### src/rtl/interp_bracket_ctrl.sv
// Bracket-search sequencer: scans the input point BRAM for the pair around x_target
// and writes lower/upper points to output BRAM addresses 0/1. Optional abort: INTERP_ABORT_EN.
module interp_bracket_ctrl #(
  parameter int ADDR_W   = 10,
  parameter int DATA_W   = 16,
  parameter int N_POINTS = 1024
) (
  input  logic              CLK100MHZ,
  input  logic              reset,
  input  logic              start,
`ifdef INTERP_ABORT_EN
  input  logic              abort,
`endif
  input  logic [DATA_W-1:0] x_target,
  output logic              busy,
  output logic              done,
  output logic              clamped,
  output logic              exact,
  output logic [ADDR_W-1:0] in_addr,
  input  logic [DATA_W-1:0] in_x,
  input  logic [DATA_W-1:0] in_y,
  output logic              out_we,
  output logic [ADDR_W-1:0] out_addr,
  output logic [DATA_W-1:0] out_x,
  output logic [DATA_W-1:0] out_y
);

  localparam logic [ADDR_W-1:0] LAST_IDX = ADDR_W'(N_POINTS - 1);

  typedef enum logic [2:0] {
    S_IDLE, S_ISSUE, S_WAIT, S_CMP, S_WR_LO, S_WR_HI, S_DONE
  } state_t;

  state_t            r_state, w_next;
  logic [ADDR_W-1:0] r_idx, r_in_addr;
  logic [DATA_W-1:0] r_tgt;
  logic [DATA_W-1:0] r_prev_x, r_prev_y, r_lo_x, r_lo_y, r_hi_x, r_hi_y;
  logic              r_done, r_clamped, r_exact;

  logic w_abort, w_eq, w_gt, w_first, w_last, w_decide, w_single, w_clamp;

`ifdef INTERP_ABORT_EN
  assign w_abort = abort && (r_state != S_IDLE);
`else
  assign w_abort = 1'b0;
`endif

  // A point below target at the last index, or above target at index 0, is out of range.
  assign w_eq     = (in_x == r_tgt);
  assign w_gt     = (in_x > r_tgt);
  assign w_first  = (r_idx == '0);
  assign w_last   = (r_idx == LAST_IDX);
  assign w_clamp  = !w_eq && ((w_gt && w_first) || (!w_gt && w_last));
  assign w_single = w_eq || w_clamp;
  assign w_decide = w_eq || w_gt || w_last;

  always_ff @(posedge CLK100MHZ) begin
    // NOTE: sequential state uses non-blocking assignments so every register samples pre-edge values.
    if (reset) r_state <= S_IDLE;
    else       r_state <= w_next;
  end

  always_comb begin
    // NOTE: next state gets a default before the case so no path leaves it unassigned (no latch).
    w_next = r_state;
    unique case (r_state)
      S_IDLE:  if (start) w_next = S_ISSUE;
      S_ISSUE: w_next = S_WAIT;
      S_WAIT:  w_next = S_CMP;
      S_CMP:   w_next = w_decide ? S_WR_LO : S_ISSUE;
      S_WR_LO: w_next = S_WR_HI;
      S_WR_HI: w_next = S_DONE;
      S_DONE:  w_next = S_IDLE;
      default: w_next = S_IDLE;
    endcase
    if (w_abort) w_next = S_IDLE;
  end

  always_ff @(posedge CLK100MHZ) begin
    if (reset) begin
      r_idx     <= '0;
      r_in_addr <= '0;
      r_tgt     <= '0;
      r_prev_x  <= '0;
      r_prev_y  <= '0;
      r_lo_x    <= '0;
      r_lo_y    <= '0;
      r_hi_x    <= '0;
      r_hi_y    <= '0;
      r_done    <= 1'b0;
      r_clamped <= 1'b0;
      r_exact   <= 1'b0;
    end else begin
      r_done <= (r_state == S_DONE) && !w_abort;
      if (w_abort) begin
        r_clamped <= 1'b0;
        r_exact   <= 1'b0;
      end else begin
        unique case (r_state)
          S_IDLE: if (start) begin
            r_tgt     <= x_target;
            r_idx     <= '0;
            r_clamped <= 1'b0;
            r_exact   <= 1'b0;
          end
          S_ISSUE: r_in_addr <= r_idx;
          S_CMP: begin
            r_prev_x <= in_x;
            r_prev_y <= in_y;
            if (w_decide) begin
              r_lo_x    <= w_single ? in_x : r_prev_x;
              r_lo_y    <= w_single ? in_y : r_prev_y;
              r_hi_x    <= in_x;
              r_hi_y    <= in_y;
              r_exact   <= w_eq;
              r_clamped <= w_clamp;
            end else begin
              r_idx <= r_idx + 1'b1;
            end
          end
          default: ;
        endcase
      end
    end
  end

  assign busy     = (r_state != S_IDLE);
  assign done     = r_done;
  assign clamped  = r_clamped;
  assign exact    = r_exact;
  assign in_addr  = r_in_addr;
  assign out_we   = ((r_state == S_WR_LO) || (r_state == S_WR_HI)) && !w_abort;
  assign out_addr = ADDR_W'(r_state == S_WR_HI);
  assign out_x    = (r_state == S_WR_HI) ? r_hi_x : r_lo_x;
  assign out_y    = (r_state == S_WR_HI) ? r_hi_y : r_lo_y;

endmodule

### config.mk
export PLATFORM = sky130hd
export DESIGN_NAME = interp_bracket_ctrl
export DESIGN_NICKNAME = d
export VERILOG_FILES = /design/src/rtl/interp_bracket_ctrl.sv
export SDC_FILE = /design/constraint.sdc
export NUM_CORES = 1
export LEC_CHECK = 0
export CORE_ASPECT_RATIO = 1.75
export CORE_MARGIN = 4
export CORE_UTILIZATION = 25
export CTS_BUF_LIST = sky130_fd_sc_hd__clkbuf_4 sky130_fd_sc_hd__clkbuf_8 sky130_fd_sc_hd__clkbuf_16
export DETAILED_ROUTE_END_ITERATION = 10
export GPL_ROUTABILITY_DRIVEN = 1
export GPL_TIMING_DRIVEN = 0
export PLACE_DENSITY = 0.5
export SYNTH_ARGS = -nofsm -noshare
export SYNTH_HDL_FRONTEND = slang
export SYNTH_SLANG_ARGS = --single-unit
### constraint.sdc
create_clock -name CLK100MHZ -period 2.8 [get_ports CLK100MHZ]
set_input_delay 0.28 -clock CLK100MHZ [delete_from_list [all_inputs] [get_ports CLK100MHZ]]
set_output_delay 0.28 -clock CLK100MHZ [all_outputs]
set_load 0.02 [all_outputs]
# After elaboration in Yosys (flattened, before gate mapping)
# Cells that the tools add are included.
[word_totals]
output_inout_bits = 57
register_bits = 138
inputBits = 51
[classes]
muxes = 15
eq_ne = 11
n_addsub = 1
order_cmp = 1
reduce_logical = 18
[ops]
columns = ["cell", "n"]
rows = [
  ["$mux 16", 4],
  ["$mux 10", 2],
  ["$pmux 10 s2", 1],
  ["$pmux 3 s6", 1],
  ["$eq 16x16->1", 1],
  ["$gt 16x16->1", 1],
  ["$add 10x1->10 const B", 1],
  ["$eq 10x10->1 const B", 1],
  ["$logic_not 10->1", 1],
  ["$eq 3x3->1 const B", 3],
  ["$eq 3x2->1 const B", 2],
  ["$mux 3", 2],
  ["$ne 2x2->1 const B", 3],
  ["$reduce_and 3->1", 2],
  ["$logic_or 1x1->1", 5],
  ["$pmux 1 s2", 2],
  ["$reduce_and 2->1", 2],
  ["$eq 3x1->1 const B", 1],
  ["$logic_and 1x1->1", 3],
  ["$logic_not 3->1", 1],
  ["$mux 1", 3],
  ["$reduce_bool 3->1", 1],
  ["$logic_not 1->1", 2],
  ["$reduce_bool 2->1", 1],
]

# Logic depth before layout (Yosys ltp)
[logic_depth]
depth_word = 7
depth_mapped = 10
depth_no_buf = 8

# Worst setup path before layout
# Ideal clock, no wire load.
[synth_timing]
path_type = "register -> register"
start = "reg r_tgt[11]"
end = "reg r_idx[9]"
stages_incl_launch_ff = 10
setup_slack_ns = 0.395
arrival_time_ns = 2.334
period_less_slack_ns = 2.405
path_buffers = 1
setup_time_ns = 0.072
required_ns = 2.728
path_cell_list = "dfxtp_1 > inv_1 > ha_1 > a41o_1 > a21oi_2 > o2bb2ai_2 > or4_1 > buf_2 > or4_1 > a21oi_1"
[synth_between]
elab_chain_len = 5
elab_cells_between_ends = 6
classes_between = "1 x order compare; 2 x eq/ne; 3 x reduce/logical"
[synth_lines]
columns = ["element", "line", "text"]
rows = [
  ["from (decl)", "36", "logic [DATA_W-1:0] r_tgt;"],
  ["from (signal assigned)", "101", "r_tgt <= x_target;"],
  ["$gt 16x16->1 or $eq 16x16->1 (tied branches)", "50, 49", ""],
  ["$logic_or 1x1->1 * (2 in a row)", "55", "assign w_decide = w_eq || w_gt || w_last;"],
  ["$ne 2x2->1 (no source line) *", "--", ""],
  ["$reduce_and 3->1 (no source line) *", "--", ""],
  ["to (signal assigned)", "118", "r_idx <= r_idx + 1'b1;"],
  ["to (decl)", "35", "logic [ADDR_W-1:0] r_idx, r_in_addr;"],
]
# Mark *: on every way between the ends. The rest lies on a longest branch, timed or not.
# A chain may end at the register's enable or synchronous reset.

# Final worst setup path
[layout_timing]
start = "in in_x[13]"
end = "reg r_idx[9]"
[layout_between]
elab_chain_len = 5
elab_cells_between_ends = 6
classes_between = "1 x order compare; 2 x eq/ne; 3 x reduce/logical"
[layout_lines]
columns = ["element", "line", "text"]
rows = [
  ["from (decl)", "20", "input logic [DATA_W-1:0] in_x,"],
  ["$gt 16x16->1 or $eq 16x16->1 (tied branches)", "50, 49", ""],
  ["$logic_or 1x1->1 * (2 in a row)", "55", ""],
  ["$ne 2x2->1 (no source line) *", "--", ""],
  ["$reduce_and 3->1 (no source line) *", "--", ""],
]
# Marks and branches as above.

==> out/results.md <==
| Group | Result | This run |
| --- | --- | --- |
| power | Post-layout total power | 5.24 mW |
| setup path | Reg-to-Reg End | r_idx[9] |
| run status | Run status | completed |
| detailed routing | Post-route met1 wirelength | 7.98 mm |
| synth | Post-synth design cell area | 6370 um2 |
| power | Maximum VDD drop | 0.000366 V |
| detailed routing | Count of nets left with antenna violations after detail routing | 0 |
| setup path | Crit Path Max Fanout | 7 |
| detailed routing | Number of DRC violations after detailed-routing iteration 0 | 241 |
| detailed routing | Detailed route wirelength on metal3 | 668 um |
| clock tree | Buffer depth of the longest clock path | 2 |
| setup path | CP startpoint | in_x[13] |
| global route | Largest net degree at the start of global routing | 17 |
| timing | Maximum clock rate | 0.367 GHz |
| die | Starting density of the core | 25.3% |
| synth | #FFs+latches synth | 138 |
| timing | Hold Violations, Final | 0 |
| clock tree | Clock edge transition at the registers on the reported setup and hold paths | 0.06 ns |
| detailed routing | Top layer reached by signal wires | met4 |
| hold path | Worst min path class | in -> reg |
| setup path | Type of the worst setup path | in -> reg |
| die | Core Rows | 77 |
| setup path | Worst endpoint data arrival time | 3.07 ns |
| layout | Fill cells | 2,692 |
| clock tree | TritonCTS clock tree | built |
| setup path | Maximum single-stage delay on the critical path | 0.64 ns |
| placement | Placement-stage cell area | 7770 um2 |
| layout | Commonest cells after routing, fill and taps aside | sky130_fd_sc_hd__nand2_1, sky130_fd_sc_hd__dfxtp_1, sky130_fd_sc_hd__clkdlybuf4s50_1 |
| layout | Diodes inserted | 0 |
| detailed routing | Via density | 4.69 |
| synth | Post-synthesis instance total | 766 |
| timing | Post-Route Hold Slack | 0.251 ns |
| global route | Vias in the first global route | 5,682 |
| detailed routing | Number of search-and-repair iterations in the first detailed-routing pass | 6 |
| setup path | Capturing element type of the critical path | flop |
| clock tree | Clock insertion delay at the later pin of the skew report | 0.42 ns |
| setup path | Buffers and inverters on the worst path | 3 |
| synth | Portion of the post-synthesis area used by sequential elements | 43.3% |
| synth | Synth warnings | 0 |
| global route | Wire length of the first global-routing pass | 32.1 mm |
| global route | Initial antenna violation count | 0 |
| setup path | Series of cell instances along the critical path | clkdlybuf4s50_1, ha_1, nand4_1, buf_4, nor2_1, o2bb2ai_2, or4_1, buf_2, or4_1, a21oi_1 |
| clock tree | Clock buffers created by TritonCTS | 17 |
| setup path | Worst setup path endpoint | r_idx[9] |
| timing | Final critical delay including setup and external delays | 2.73 ns |
| setup path | FF-to-FF Start | r_tgt[11] |
| placement | Routability congestion estimate from global placement | 0.808 |
| detailed routing | Routed WL | 20.8 mm |
| timing | Unrepaired setup endpoints after global routing | yes |
| timing | Setup violations, final | 0 |
| synth | Number of enable flip-flop cells after synthesis | 0 |
| clock tree | Count of H-tree levels built during CTS | 4 |
| placement | DP Wirelength | 15.9 mm |
| power | Static leakage | 3.14 nW |
| die | I/O pin count | 108 |
| setup path | CP top delay family | simple AND/OR/NAND/NOR gates |
| setup path | Worst Reg-to-Reg Cells | 9 |
| timing | Max-slew violation total from the final report | 0 |
| setup path | Cell with the largest stage delay on the worst path | sky130_fd_sc_hd__clkdlybuf4s50_1 |
| detailed routing | Wire per inst | 17.0 um |
| clock tree | Number of clock sinks | 138 |
| timing | Least-Margin Pin Slew | 0.831 ns |
| synth | Average cell area after synthesis | 8.32 um2 |
| timing | Final worst path period share | 97.4% |
| detailed routing | Number of design rule violations left after detail routing | 0 |
| global route | Overall fraction of global-route tracks in use | 14.8% |
| job | Max Cap Violations | 0 |
| detailed routing | DR WL met2 | 11.8 mm |
| layout | Share of post-route cells with drive strength above 1 | 13.8% |
| setup path | Crit-path most repeated cell | sky130_fd_sc_hd__or4_1 |
| die | Total Die Area | 28,200 um2 |
| layout | Final Instance Area | 8600 um2 |
| clock tree | Cell chosen for the clock root | sky130_fd_sc_hd__clkbuf_16 |
| synth | Async S/R FF share, synth | 0% |
| setup path | Flop2flop setup slack | 0.16 ns |
| power | Power per Cell Area | 609 nW/um2 |
| detailed routing | Via count | 5,732 |
| clock tree | Post-CTS Hold Buffers | 0 |
| setup path | Critical Path Stages | 10 |
| timing | Worst relative slew slack | 44.4% |
| setup path | Required time of the worst setup path | 3.15 ns |
| synth | Cell variety after synth | 45 |
| timing | Worst clock skew | 0.00827 ns |
| die | Die Height | 219 um |
| setup path | Launching element type of the critical path | input pin |
| layout | Most common library cell in the layout ignoring fill and taps | sky130_fd_sc_hd__nand2_1 |
| placement | Quantity of I/O buffers inserted on ports | 97 |
| layout | Number of nets at the end of the flow | 962 |
| die | Die width | 129 um |
| layout | Area growth from synthesis to layout | 35.0% |
| global route | GRT Residual Overflow | 0 |
| die | Standard cell core area | 25,200 um2 |
| synth | Commonest register cell after synthesis | sky130_fd_sc_hd__dfxtp_1 |
-- power by group --
part | internal (mW) | switching (mW)
clock network | 1.67 | 0.926
logic | 0.241 | 0.355
registers | 2.02 | 0.0306
-- routing by layer --
layer | up-vias | track usage, %
met4 | 0 | 4.98
li1 | 2879 | -
met1 | 2722 | 15.9
met5 | - | 0
met3 | 23 | 2.68
met2 | 108 | 28.4
-- what timing repair did --
action | in CTS | in global routing
resized for setup | 23 | 19
buffers inserted | 0 | 4
endpoints found under the setup margin | 102 | 72
pin swaps | 1 | 5
-- how the worst min path moves through the flow --
| stage | cells past startpoint | endpoint | start | slack (ns) |
|---|---|---|---|---|
| 3_3_place_gp | 2 | r_hi_x[6] | r_hi_x[6] | 0.44 |
| 4_1_cts | 3 | r_tgt[8] | x_target[8] | 0.38 |
| 2_1_floorplan | 2 | r_prev_x[0] | in_x[0] | 0.42 |
| 6_report | 3 | r_prev_x[10] | in_x[10] | 0.25 |
| 5_1_grt | 3 | r_prev_x[11] | in_x[11] | 0.24 |
| 3_5_place_dp | 2 | r_hi_y[7] | r_hi_y[7] | 0.44 |
-- flip-flops by register name, summed over array words and instances (netlist names) --
register and count:
r_hi_x 16, r_hi_y 16, r_lo_x 16, r_lo_y 16
r_prev_x 16, r_prev_y 16, r_tgt 16, in_addr 10
r_idx 10, r_state 3, clamped 1, done 1
exact 1
-- final cells by class --
cell class | instances | area (um2) | area share [%]
Multi-Input combinational cell | 538 | 3290 | 38.3
Sequential cell | 138 | 2760 | 32.1
Timing Repair Buffer | 101 | 1020 | 11.8
Clock buffer | 17 | 425 | 4.94
Tap cell | 316 | 395 | 4.60
Buffer | 64 | 343 | 3.98
Clock inverter | 15 | 245 | 2.85
Inverter | 33 | 124 | 1.44
-- synth_stat cells, types with 2 or more instances --
cell type / instances / area (um2)
sky130_fd_sc_hd__o31ai_1: 5 / 37.5
sky130_fd_sc_hd__nor2_1: 19 / 71.3
sky130_fd_sc_hd__nand3_1: 7 / 35.0
sky130_fd_sc_hd__or3_1: 4 / 25.0
sky130_fd_sc_hd__buf_2: 13 / 65.1
sky130_fd_sc_hd__or4b_2: 2 / 20.0
sky130_fd_sc_hd__inv_1: 32 / 120
sky130_fd_sc_hd__mux2_2: 32 / 360
sky130_fd_sc_hd__mux2i_1: 41 / 410
sky130_fd_sc_hd__o21ai_0: 7 / 35.0
sky130_fd_sc_hd__a311oi_1: 24 / 210
sky130_fd_sc_hd__a21o_1: 4 / 30.0
sky130_fd_sc_hd__nor2b_1: 3 / 18.8
sky130_fd_sc_hd__nand2_1: 216 / 811
sky130_fd_sc_hd__clkbuf_1: 34 / 128
sky130_fd_sc_hd__or4_1: 5 / 37.5
sky130_fd_sc_hd__nand4_1: 9 / 56.3
sky130_fd_sc_hd__nor4_1: 2 / 12.5
sky130_fd_sc_hd__ha_1: 18 / 225
sky130_fd_sc_hd__o41ai_1: 2 / 17.5
sky130_fd_sc_hd__or2_2: 2 / 12.5
sky130_fd_sc_hd__dfxtp_1: 138 / 2760
sky130_fd_sc_hd__buf_4: 9 / 67.6
sky130_fd_sc_hd__o221a_2: 8 / 90.1
sky130_fd_sc_hd__a21oi_1: 88 / 440
sky130_fd_sc_hd__buf_1: 9 / 33.8
sky130_fd_sc_hd__and2_1: 3 / 18.8
sky130_fd_sc_hd__a31oi_1: 8 / 50.1
sky130_fd_sc_hd__nor3_1: 6 / 30.0
-- logic make-up (layout without fill, tap and decap cells) --
family,after synthesis,after routing,share of synthesized area [%]
AO/OA/AOI/OAI,158,158,16.1
adder cells (fa/ha/maj),18,18,3.53
buffers and inverters,98,230,6.56
flip-flops,138,138,43.3
multiplexers,73,73,12.1
other,1,9,0.0588
AND/OR/NAND/NOR,280,280,18.3
-- stage by stage --
stage	util, %	setup TNS, ns	setup WS (ns)	std cells
6_report	34.1	0	0.0730	1222
5_1_grt	34.1	-0.0773	-0.0156	1222
4_1_cts	33.7	0	0.00515	1218
3_5_place_dp	30.8	-55.97	-0.796	1187
3_3_place_gp	30.8	-53.29	-0.757	1187
2_1_floorplan	-	0	0.395	774
-- worst reg2reg max path: cells and delay by family (launching register included) --
kind / cells / cell delay [ns]
compound gates: 4 / 0.72
fa+ha+maj: 1 / 0.31
buf+inv: 2 / 0.22
flops: 1 / 0.33
simple gates: 2 / 0.99
Power figures use the tool's default switching activity.
